===== src/rtl/sonata_switch_debounce.sv =====
// Sonata switch conditioning: 2-flop synchroniser, per-bit stability debounce, polarity fix.
// Define SONATA_SWITCH_IRQ_EN to enable the sticky irq_o change flag; otherwise irq_o is 0.
module sonata_switch_debounce #(
    parameter int unsigned Width          = 13,
    parameter int unsigned DebounceCycles = 250000,
    parameter bit          ActiveLow      = 1'b1
) (
    input  logic             clk_sys_i,
    input  logic             rst_sys_ni,
    input  logic [Width-1:0] raw_i,
    output logic [Width-1:0] sw_o,
    output logic             changed_o,
    input  logic             irq_clear_i,
    output logic             irq_o
);

    localparam int unsigned      CntW     = $clog2(DebounceCycles + 1);
    localparam logic [CntW-1:0]  CntLast  = CntW'(DebounceCycles - 1);
    localparam logic [Width-1:0] OffLevel = ActiveLow ? {Width{1'b1}} : {Width{1'b0}};

    logic [Width-1:0] sync1_q, sync1_d;
    logic [Width-1:0] sync2_q, sync2_d;
    logic [Width-1:0] stable_q, stable_d;
    logic [CntW-1:0]  cnt_q [Width];
    logic [CntW-1:0]  cnt_d [Width];
    logic             changed_q, changed_d;

    // NOTE: every _d gets its default before any branch, so no latch can be inferred.
    always_comb begin
        sync1_d  = raw_i;
        sync2_d  = sync1_q;
        stable_d = stable_q;
        for (int i = 0; i < int'(Width); i++) begin
            cnt_d[i] = '0;
            if (sync2_q[i] != stable_q[i]) begin
                if (cnt_q[i] == CntLast) begin
                    stable_d[i] = sync2_q[i];
                end else begin
                    cnt_d[i] = cnt_q[i] + CntW'(1);
                end
            end
        end
        changed_d = |(stable_d ^ stable_q);
    end

    // NOTE: state updates use non-blocking <= only; the counters are real state and are cleared on reset.
    always_ff @(posedge clk_sys_i) begin
        if (!rst_sys_ni) begin
            sync1_q   <= OffLevel;
            sync2_q   <= OffLevel;
            stable_q  <= OffLevel;
            changed_q <= 1'b0;
            for (int i = 0; i < int'(Width); i++) begin
                cnt_q[i] <= '0;
            end
        end else begin
            sync1_q   <= sync1_d;
            sync2_q   <= sync2_d;
            stable_q  <= stable_d;
            changed_q <= changed_d;
            cnt_q     <= cnt_d;
        end
    end

`ifdef SONATA_SWITCH_IRQ_EN
    logic irq_q, irq_d;

    // A pending change beats a simultaneous clear so no event is lost.
    always_comb begin
        irq_d = irq_q;
        if (changed_q) begin
            irq_d = 1'b1;
        end else if (irq_clear_i) begin
            irq_d = 1'b0;
        end
    end

    always_ff @(posedge clk_sys_i) begin
        if (!rst_sys_ni) begin
            irq_q <= 1'b0;
        end else begin
            irq_q <= irq_d;
        end
    end

    assign irq_o = irq_q;
`else
    logic unused_irq_clear;
    assign unused_irq_clear = irq_clear_i;
    assign irq_o            = 1'b0;
`endif

    assign sw_o      = ActiveLow ? ~stable_q : stable_q;
    assign changed_o = changed_q;

endmodule


===== config.mk =====
export PLATFORM = sky130hd
export DESIGN_NAME = sonata_switch_debounce
export DESIGN_NICKNAME = d
export VERILOG_FILES = /design/src/rtl/sonata_switch_debounce.sv
export SDC_FILE = /design/constraint.sdc
export NUM_CORES = 1
export LEC_CHECK = 0
export BUFFER_PORTS_ARGS = -buffer_cell sky130_fd_sc_hd__buf_4
export CAP_MARGIN = 40
export CORE_UTILIZATION = 39
export DETAILED_ROUTE_END_ITERATION = 10
export GPL_TIMING_DRIVEN = 0
export PLACE_DENSITY = 0.51
export SYNTH_ARGS = -nofsm -noshare
export SYNTH_HDL_FRONTEND = slang
export SYNTH_SLANG_ARGS = --single-unit

===== constraint.sdc =====
create_clock -name clk_sys_i -period 4.6 [get_ports clk_sys_i]
set_input_delay 0.69 -clock clk_sys_i [delete_from_list [all_inputs] [get_ports clk_sys_i]]
set_output_delay 0.69 -clock clk_sys_i [all_outputs]
set_load 0.01 [all_outputs]

# Word level (Yosys, flattened, before mapping)
# Cells that the tools add are included.
dict set report totals {
  register_bits 274
  out_inout_bits 15
  elab_cells 112
}
dict set report classes {
  eq_ne 26
  muxes 26
  addsub 13
  reduce_logical 14
  bitwise 16
}
# cell n
set ops {}
lappend ops {{adder 18 x 1 -> 18 bit (second input constant)} 13}
lappend ops {{equality test 18 bit (second input constant)} 13}
lappend ops {{OR reduction 3 bit} 13}
lappend ops {{two-way mux 1 bit} 26}
lappend ops {{NOT 1 bit} 14}
lappend ops {{!= test 1 bit} 13}
lappend ops {{NOT 13 bit} 1}
lappend ops {{OR reduction 13 bit} 1}
lappend ops {{bitwise XOR 13 bit} 1}

# Depth between registers and ports, before layout
# Gate-level depths: netlist (run 1).
dict set report depth {
  depth_word 5
  ltp_mapped 7
  ltp_nobuf 6
}

# Worst setup path before layout (run 1)
# Ideal clock, no wire load.
dict set report synth_timing {
  kind {input to register}
  start {input rst_sys_ni}
  end {register cnt_q[171] in the netlist's numbering}
  arrival_time_ps 1923
  path_stages 5
  required_time_ps 4535
  setup_ps 65
  path_slack_ps 2612
  cell_sequence {clkbuf_1 clkbuf_1 o211ai_1 clkbuf_1 nor2_1}
}
dict set report synth_via {
  elab_chain_cells 2
}
# item line
set synth_lines {}
lappend synth_lines {{from (decl)} 9} ;# input logic rst_sys_ni,
lappend synth_lines {{NOT 1 bit (no source line)} -}
lappend synth_lines {{OR reduction 3 bit (no source line)} -}
lappend synth_lines {{to (signal assigned)} 61} ;# cnt_q <= cnt_d;
lappend synth_lines {{to (decl)} 24} ;# logic [CntW-1:0] cnt_q [Width];
# Every way passes these cells.
# A chain may end at the register's enable or synchronous reset.

# Worst setup path after layout (run 1)
dict set report layout_timing {
  start {register cnt_q[0] in the netlist's numbering}
  end {register cnt_q[15] in the netlist's numbering}
}
dict set report layout_via {
  elab_chain_cells 2
  word_cells_on_any_way 3
  classes_between {add/sub: 1; eq/ne: 1; reduce/logical: 1}
}
# item
set layout_lines {}
lappend layout_lines {{parallel branches: the longest is 2 deep, another holds adder 18 x 1 -> 18 bit}}
# Parallel ways; which one is timed is not known.

==> results.toml, run 1 <==
[outcome]
status = "finished clean"

[worst_setup_path]
endpoint = "cnt_q[15]"
worstPathRequired_ns = 5.03
reg2reg_to = "cnt_q[15]"
rrSetupSlack_ns = 2.21
cp-end-kind = "flop"
worstPathMaxFanout = 10
regToRegStartpoint = "cnt_q[0]"
ff2ff_path_depth = 7
worstSetupPathType = "reg -> reg"
critPathLaunch = "cnt_q[0]"
start_kind = "flop"
worst_ep_arrival_time_ns = 2.82

[global_routing]
grt_pass1_vias = 7817
track_usage = 0.1479
grt-ovfl-total = 0
grt_antenna_before_repair = 0
grt_max_degree = 15
grt_pass1_wl_mm = 37.62

[pwr]
vdd_ir_drop_max_mv = 0.2986
p_total_w = 0.004860
power_density_nw_per_um2 = 369.0
p_leak_nw = 4.274

[clock_network]
cts_sinks = 274
clock_tree.root_cell = "clkbuf_16"
cts_resized = 0
cts_setup_buffers = 0
h-tree-depth = 1
clk_pin_slew_ns = 0.06
cts_inserted_buffers = 30
clockBufferDepth = 3
cts_tree = "done"
hold_buffers = 0
clock_latency_ns = 0.55

[yosys]
netlist_area_um2 = 11470
ys_async_sr_fraction = 0
syn_area_per_cell_um2 = 8.786
syn-num-nets = 1334
ys_seq_elements = 274
synth_edf_count = 0
synthFlopType = "dfxtp_1"
yosys-top-cells-area = "dfxtp_1, nor2_1, xnor2_1, xor2_1, nand3_1"
netlist_instances = 1305
synth_cell_type_count = 41
synth_top_cell_area_share = 0.4784
seq_area_frac_synth = 0.4784
synth_area_leader_cell = "dfxtp_1"
yosysWarningCount = 0

[min_path]
hold_path.class = "in -> reg"
min_path_cells = 2

[layout]
drive_gt1_frac = 0.06484
layout.cells.non_filler = 1772
final_net_count = 1394
antenna_cells = 0
final_core_util = 0.4576
fillers = 2794
syn_to_final_growth_pct = 14.86

[timing]
finalSetupViolations = 0
finalHoldViolCount = 0
slew_headroom = 0.4975
worst_slew_pin_slew_ns = 0.7504
fmaxAchievable_mhz = 418.6
worst_hold_slack_ns = 0.3236
finalClockSkew_ns = 0.01482
slew_violations = 0
fin_tns_setup_ns = 0
min_period_ns = 2.389
rsz0062_at_grt = "no"
post-route-period-util = 0.5193

[floorplan]
chipWidth_um = 173.5
ioPinCount = 31
die-area_um2 = 30090
die_height_um = 173.5
core_region_area_um2 = 28780
start_util = 0.3984
rows = 62

[detailed_routing]
drt-pass1-iter-count = 6
drtIter0Drc = 345
drtAntennaViolNets = 0
wirelength_mm = 21.83
route.detailed.drc = 0
vias_per_cell = 4.764
num_vias = 8442
wl_per_cell_um = 12.32

[placed_design]
place.gp.congestion = 0.7745
place_inst = 1717
portBuffers = 27
dpl.hpwl_mm = 15.29

[flow_run]
cap_violations = 0
## power breakdown
group / switching (W) / leakage [nW] / internal [W] / total, W
Clock: 0.000934 / 0.501 / 0.00147 / 0.00240
Combinational: 0.0000394 / 1.56 / 0.0000231 / 0.0000625
Sequential: 0.00000754 / 2.21 / 0.00239 / 0.00239
Total: 0.000981 / 4.27 / 0.00388 / 0.00486
## flip-flops by register name, summed over array words and instances, names as in the netlist
register / cells
sync1_q: 13
stable_q: 13
sync2_q: 13
cnt_q: 234
changed_o: 1
## cells in the final DEF (no fill, tap or decap), types with 7 or more instances in the layout
cell / n
nor4_1: 10
nand2_1: 80
and4_1: 15
a21oi_1: 14
or3_1: 16
nand4_1: 46
nor4b_1: 10
nor3b_1: 7
xor2_1: 102
nand3_1: 83
dfxtp_1: 274
clkbuf_1: 23
nor2_1: 280
xnor2_1: 106
clkbuf_8: 8
inv_1: 49
and3_1: 36
o21ai_0: 17
o211ai_1: 14
ha_1: 13
clkbuf_16: 31
nor3_1: 39
buf_4: 29
nand2b_1: 30
## cells in the mapped netlist, drive strengths merged (7+ instances only)
cell type	n
a21oi	14
nor3	39
nand2b	30
or3	16
nand2	80
nor4	10
o211ai	15
nor3b	7
o21ai	17
dfxtp	274
nor2	280
clkbuf	15
inv	49
ha	13
nand4	46
and3	36
xor2	102
and4	15
buf	8
xnor2	106
nand3	85
nor4b	10
## area by class of cell
class	count	area, um2	area share
multi-input cells	959	5689	0.4320
flip-flops and latches	274	5485	0.4165
clock buffers	47	915.9	0.06954
well taps	384	480.5	0.03648
repair buffers	28	217.7	0.01653
inverters	49	183.9	0.01397
plain buffers	23	107.6	0.008170
clock inverters	8	90.09	0.006840
## worst min path at each step
stage           startpoint     endpoint  slack [ns]
6_report          raw_i[8]   sync1_q[8]        0.32
5_1_grt          raw_i[12]  sync1_q[12]        0.30
4_1_cts           raw_i[8]   sync1_q[8]        0.30
3_5_place_dp    sync1_q[3]   sync2_q[3]        0.39
3_3_place_gp   sync1_q[11]  sync2_q[11]        0.39
2_1_floorplan   sync1_q[0]   sync2_q[0]        0.39
## critical path: stages (launching register included)
cell and delay (ns):
dfxtp_1 0.37, ha_1 0.22, and3_1 0.23, nand2_1 0.09, nor4_1 0.58, nand3b_1 0.40
buf_2 0.30, nor2_1 0.07
## cell families (layout without fill, tap and decap cells)
logic type	Yosys count	after routing	share of synthesized area
AOI/OAI and AO/OA	51	51	0.02783
other	1	1	0.0003271
xor gates and xnor gates	208	208	0.1589
muxes	2	2	0.001746
buffers and inverters	72	155	0.02542
and+or+nand+nor	684	684	0.2932
DFF	274	274	0.4784
adders and majority gates	13	13	0.01419
## routing by layer
metal	track usage	share of wire	vias to the layer above
met5	0	0	-
met4	0.04167	0.022	0
met3	0.02434	0.035	34
met2	0.2314	0.43	92
met1	0.2090	0.52	3817
li1	-	-	4499
## per-stage QoR
stage | worst slack (ns) | area [um2]
2_1_floorplan | 2.612 | 11470
4_1_cts | 2.113 | 13170
5_1_grt | 1.946 | 13170
6_report | 2.211 | 13170
3_3_place_gp | 1.556 | 12150
3_5_place_dp | 2.031 | 12160
Power figures use the tool's default switching activity.
==> inputs of run 2 (changes only) <==
- ABC_AREA: default -> 1
- clock period: 4.6 -> 2.21 ns (I/O delays scaled with it)
==> results.toml, run 2 <==
[outcome]
status = "finished clean"

[timing]
worst_slew_pin_slew_ns = 0.7009
finalClockSkew_ns = 0.01620
fin_tns_setup_ns = 0
slew_violations = 0
finalHoldViolCount = 0
rsz0062_at_grt = "no"
min_period_ns = 1.831
fmaxAchievable_mhz = 546.0
post-route-period-util = 0.8287
worst_hold_slack_ns = 0.2413
slew_headroom = 0.5327
finalSetupViolations = 0
layout_setup_ws_ns = 0.3786

[worst_setup_path]
worst_ep_arrival_time_ns = 2.28
ff2ff_path_depth = 9
reg2reg_to = "cnt_q[88]"
start_kind = "flop"
cp-end-kind = "flop"
worstSetupPathType = "reg -> reg"
worstPathMaxFanout = 10
endpoint = "cnt_q[88]"
worstPathRequired_ns = 2.66
rrSetupSlack_ns = 0.38
critPathLaunch = "cnt_q[72]"
regToRegStartpoint = "cnt_q[72]"

[global_routing]
grt_max_degree = 17
grt-ovfl-total = 0
top_usage_layer = "met2"
grt_use_met2 = 0.2644
grt_antenna_before_repair = 1
track_usage = 0.1573
grt_pass1_vias = 9745
grtUsageMet3 = 0.02395
grt_use_met1 = 0.2100
grt_pass1_wl_mm = 44.24

[yosys]
yosysWarningCount = 0
netlist_instances = 1691
synthTopCellsByCount = "dfxtp_1, nand2_1, nor2_1, inv_1, nand3_1"
yosys-top-cells-area = "dfxtp_1, nand2_1, nor2_1, inv_1, xor2_1"
synth_top_cell_area_share = 0.4335
syn-num-nets = 1720
seq_area_frac_synth = 0.4335
synth_cell_type_count = 44
ys_seq_elements = 274
synth_edf_count = 0
synthFlopType = "dfxtp_1"
ys_async_sr_fraction = 0
netlist_area_um2 = 12650
synth_area_leader_cell = "dfxtp_1"
syn_area_per_cell_um2 = 7.484

[detailed_routing]
drtAntennaViolNets = 0
num_vias = 10180
drtIter0Drc = 410
wl_per_cell_um = 11.54
drt-pass1-iter-count = 4
wirelength_mm = 25.27
vias_per_cell = 4.648
route.detailed.drc = 0

[layout]
drive_gt1_frac = 0.1258
final_net_count = 1793
fin_area_um2 = 14610
antenna_cells = 0
largest_reg_flops = 234
syn_to_final_growth_pct = 15.41
final_core_util = 0.4605
fillers = 3233
final_cell_mix = "nand2_1, dfxtp_1, nor2_1"
regMostFlops = "cnt_q"

[clock_network]
cts_setup_buffers = 0
cts_inserted_buffers = 31
clock_latency_ns = 0.57
cts_sinks = 274
cts_tree = "done"
clk_pin_slew_ns = 0.06
h-tree-depth = 1
clockBufferDepth = 3
clock_tree.root_cell = "clkbuf_16"

[pwr]
vdd_ir_drop_max_mv = 0.6074
p_leak_nw = 5.447
power_density_nw_per_um2 = 728.5

[placed_design]
dpl.hpwl_mm = 18.17
postPlaceCellArea_um2 = 13360
dp_slack_ns = 0.3582
portBuffers = 27
place.gp.congestion = 0.7719

[min_path]
hold_path.class = "in -> reg"

[floorplan]
core_region_area_um2 = 31720
die_height_um = 182.1
die-area_um2 = 33170
rows = 65
start_util = 0.3990
ioPinCount = 31
chipWidth_um = 182.1

[flow_run]
cap_violations = 0
-- run 2: how the worst min path moves through the flow --
stage	startpoint	to	slack, ns	cells past startpoint
6_report	rst_sys_ni	cnt_q[129]	0.24	3
5_1_grt	rst_sys_ni	cnt_q[129]	0.24	3
4_1_cts	rst_sys_ni	cnt_q[129]	0.21	3
3_5_place_dp	sync1_q[12]	sync2_q[12]	0.40	1
3_3_place_gp	sync1_q[12]	sync2_q[12]	0.40	1
2_1_floorplan	sync1_q[0]	sync2_q[0]	0.39	1
-- run 2: report_power, final --
part / total [W] / internal, W / switching [W]
logic: 0.000167 / 0.0000706 / 0.0000968
registers: 0.00499 / 0.00497 / 0.0000164
clock network: 0.00549 / 0.00341 / 0.00208
-- run 2: routing by layer --
layer,share of wire,vias up
li1,-,5540
met1,0.51,4515
met2,0.44,88
met3,0.028,37
met4,0.022,0
met5,0,-
-- run 2: metrics by stage --
| stage | total power (W) | cells |
|---|---|---|
| after global placement | 0.005247 | 2120 |
| final | 0.01064 | 2190 |
| after CTS | 0.01083 | 2190 |
| after global routing | 0.01104 | 2190 |
| after floorplan | 0.005181 | 1691 |
| after detailed placement | 0.005248 | 2120 |
-- run 2: repair_timing --
action	4_1_cts	5_1_grt
hold buffers	13	0
endpoints found under the hold margin	13	0
resized for setup	0	0
-- run 2: cells by family after synthesis --
family	share of synthesized area
buffers and inverters	0.08216
other	0.0002963
adder cells (fa/ha/maj)	0.01285
XOR/XNOR	0.05952
AO/OA/AOI/OAI	0.06842
AND/OR/NAND/NOR	0.3433
flip-flops	0.4335
-- run 2: cell type report --
type / count / area, um2 / area share
Sequential cell: 274 / 5485 / 0.3756
Buffer: 19 / 108.9 / 0.007453
Multi-Input combinational cell: 1150 / 6130 / 0.4197
Inverter: 248 / 930.9 / 0.06374
Clock buffer: 46 / 942.2 / 0.06451
Timing Repair Buffer: 40 / 332.8 / 0.02279
Clock inverter: 11 / 172.7 / 0.01182
Tap cell: 402 / 503.0 / 0.03444
-- run 2: worst max-delay path, cell delays in order, from the launching register on --
cell	delay (ns)
dfxtp_1	0.40
ha_1	0.19
nand2_1	0.06
nor2_1	0.20
inv_1	0.12
nor2_2	0.16
nand2_1	0.10
nand3_2	0.20
buf_4	0.23
nor2_1	0.06
==> inputs of run 3 (changes only) <==
- clock period: 2.21 -> 1.92 ns (I/O delays scaled with it)
==> results.toml, run 3 (same netlist as run 2, synthesis figures left out) <==
[clock_network]
cts_inserted_buffers = 31
cts_sinks = 274
cts_tree = "done"
clk_pin_slew_ns = 0.06
clock_tree.root_cell = "clkbuf_16"
h-tree-depth = 1
cts_setup_buffers = 0
clockBufferDepth = 3
clock_latency_ns = 0.57

[global_routing]
track_usage = 0.1573
grt_max_degree = 17
grt_pass1_wl_mm = 44.24
grt_antenna_before_repair = 1
grt-ovfl-total = 0
grt_pass1_vias = 9745

[layout]
fillers = 3228
final_cell_mix = "nand2_1, dfxtp_1, nor2_1"
antenna_cells = 0
regMostFlops = "cnt_q"
final_net_count = 1793
drive_gt1_frac = 0.1281
largest_reg_flops = 234
syn_to_final_growth_pct = 15.65

[flow_run]
cap_violations = 0

[worst_setup_path]
worst_ep_arrival_time_ns = 2.20
worstPathRequired_ns = 2.36
worstPathMaxFanout = 10
worstSetupPathType = "reg -> reg"
start_kind = "flop"
cp-end-kind = "flop"

[timing]
finalSetupViolations = 0
worst_slew_pin_slew_ns = 0.7118
fmaxAchievable_mhz = 570.0
worst_hold_slack_ns = 0.2003
rsz0062_at_grt = "no"
post-route-period-util = 0.9138
finalClockSkew_ns = 0.01633
finalHoldViolCount = 0
slew_violations = 0
min_period_ns = 1.755
slew_headroom = 0.5255
fin_tns_setup_ns = 0

[outcome]
status = "finished clean"

[detailed_routing]
wirelength_mm = 25.27
route.detailed.drc = 0
drtAntennaViolNets = 0
drtIter0Drc = 381
num_vias = 10194
wl_per_cell_um = 11.54
vias_per_cell = 4.655
drt-pass1-iter-count = 5

[placed_design]
portBuffers = 27
place.gp.congestion = 0.7719
dpl.hpwl_mm = 18.17

[pwr]
power_density_nw_per_um2 = 837.0
p_sw_w = 0.002528
switching_share = 0.2064
seqPwrFrac = 0.468
combPwrFrac = 0.016
power_frac_clock = 0.516
vdd_ir_drop_max_mv = 0.6979
p_leak_nw = 5.470
p_int_w = 0.009722

[floorplan]
rows = 65
ioPinCount = 31
chipWidth_um = 182.1
core_region_area_um2 = 31720
start_util = 0.3990
die_height_um = 182.1
die-area_um2 = 33170

[min_path]
hold_path.class = "in -> reg"
-- run 3: critical path, cell delays in order, from the launching register on --
cell      delay (ns)
dfxtp_1         0.41
ha_1            0.20
nand2_1         0.05
inv_1           0.11
nand2_1         0.08
nor2_1          0.20
nand2_1         0.11
nand3_2         0.18
clkbuf_4        0.24
a21oi_1         0.05
-- run 3: layout make-up --
cell class | instances | area (um2) | share of cell area
Multi-Input combinational cell | 1150 | 6151 | 0.4203
Timing Repair Buffer | 40 | 332.8 | 0.02274
Buffer | 19 | 116.4 | 0.007951
Clock buffer | 46 | 942.2 | 0.06438
Tap cell | 402 | 503.0 | 0.03437
Sequential cell | 274 | 5487 | 0.3749
Inverter | 248 | 930.9 | 0.06361
Clock inverter | 11 | 172.7 | 0.01180
-- run 3: stage by stage --
stage	utilization	total power, W	cell area, um2	setup slack (ns)	instances
after floorplan	-	0.005964	12650	0.3818	1691
after global placement	0.4212	0.006039	13360	0.07607	2120
after detailed placement	0.4212	0.006041	13360	0.07140	2120
after CTS	0.4605	0.01246	14610	0.06358	2190
after global routing	0.4614	0.01271	14640	0.006269	2190
final	0.4614	0.01225	14640	0.1655	2190
-- run 3: worst paths after layout --
kind / startpoint / endpoint / slack [ns] / depth (start not counted)
max: cnt_q[198] / cnt_q[208] / 0.17 / 9
min: rst_sys_ni / cnt_q[129] / 0.20 / 3
max reg2reg: cnt_q[198] / cnt_q[208] / 0.17 / 9
min reg2reg: sync1_q[3] / sync2_q[3] / 0.41 / 1
-- run 3: metal layers --
layer / global-route usage / vias to the layer above / share of wire
met5: 0 / - / 0
met4: 0.04101 / 0 / 0.021
met3: 0.02395 / 36 / 0.029
met2: 0.2644 / 96 / 0.44
met1: 0.2100 / 4516 / 0.51
li1: - / 5546 / -
-- run 3: power groups by stage --
stage          Combinational, W  Clock [W]  Sequential (W)
2_1_floorplan          0.000105          0         0.00586
3_3_place_gp           0.000175          0         0.00586
3_5_place_dp           0.000177          0         0.00586
4_1_cts                0.000198    0.00653         0.00574
5_1_grt                0.000217    0.00676         0.00574
6_report               0.000195    0.00632         0.00574
-- run 3: what timing repair did --
action                                  in CTS  in global routing
endpoints found under the setup margin       0                 59
resized for setup                            0                  9
hold buffers                                13                  0
hold endpoints to repair                    13                  0
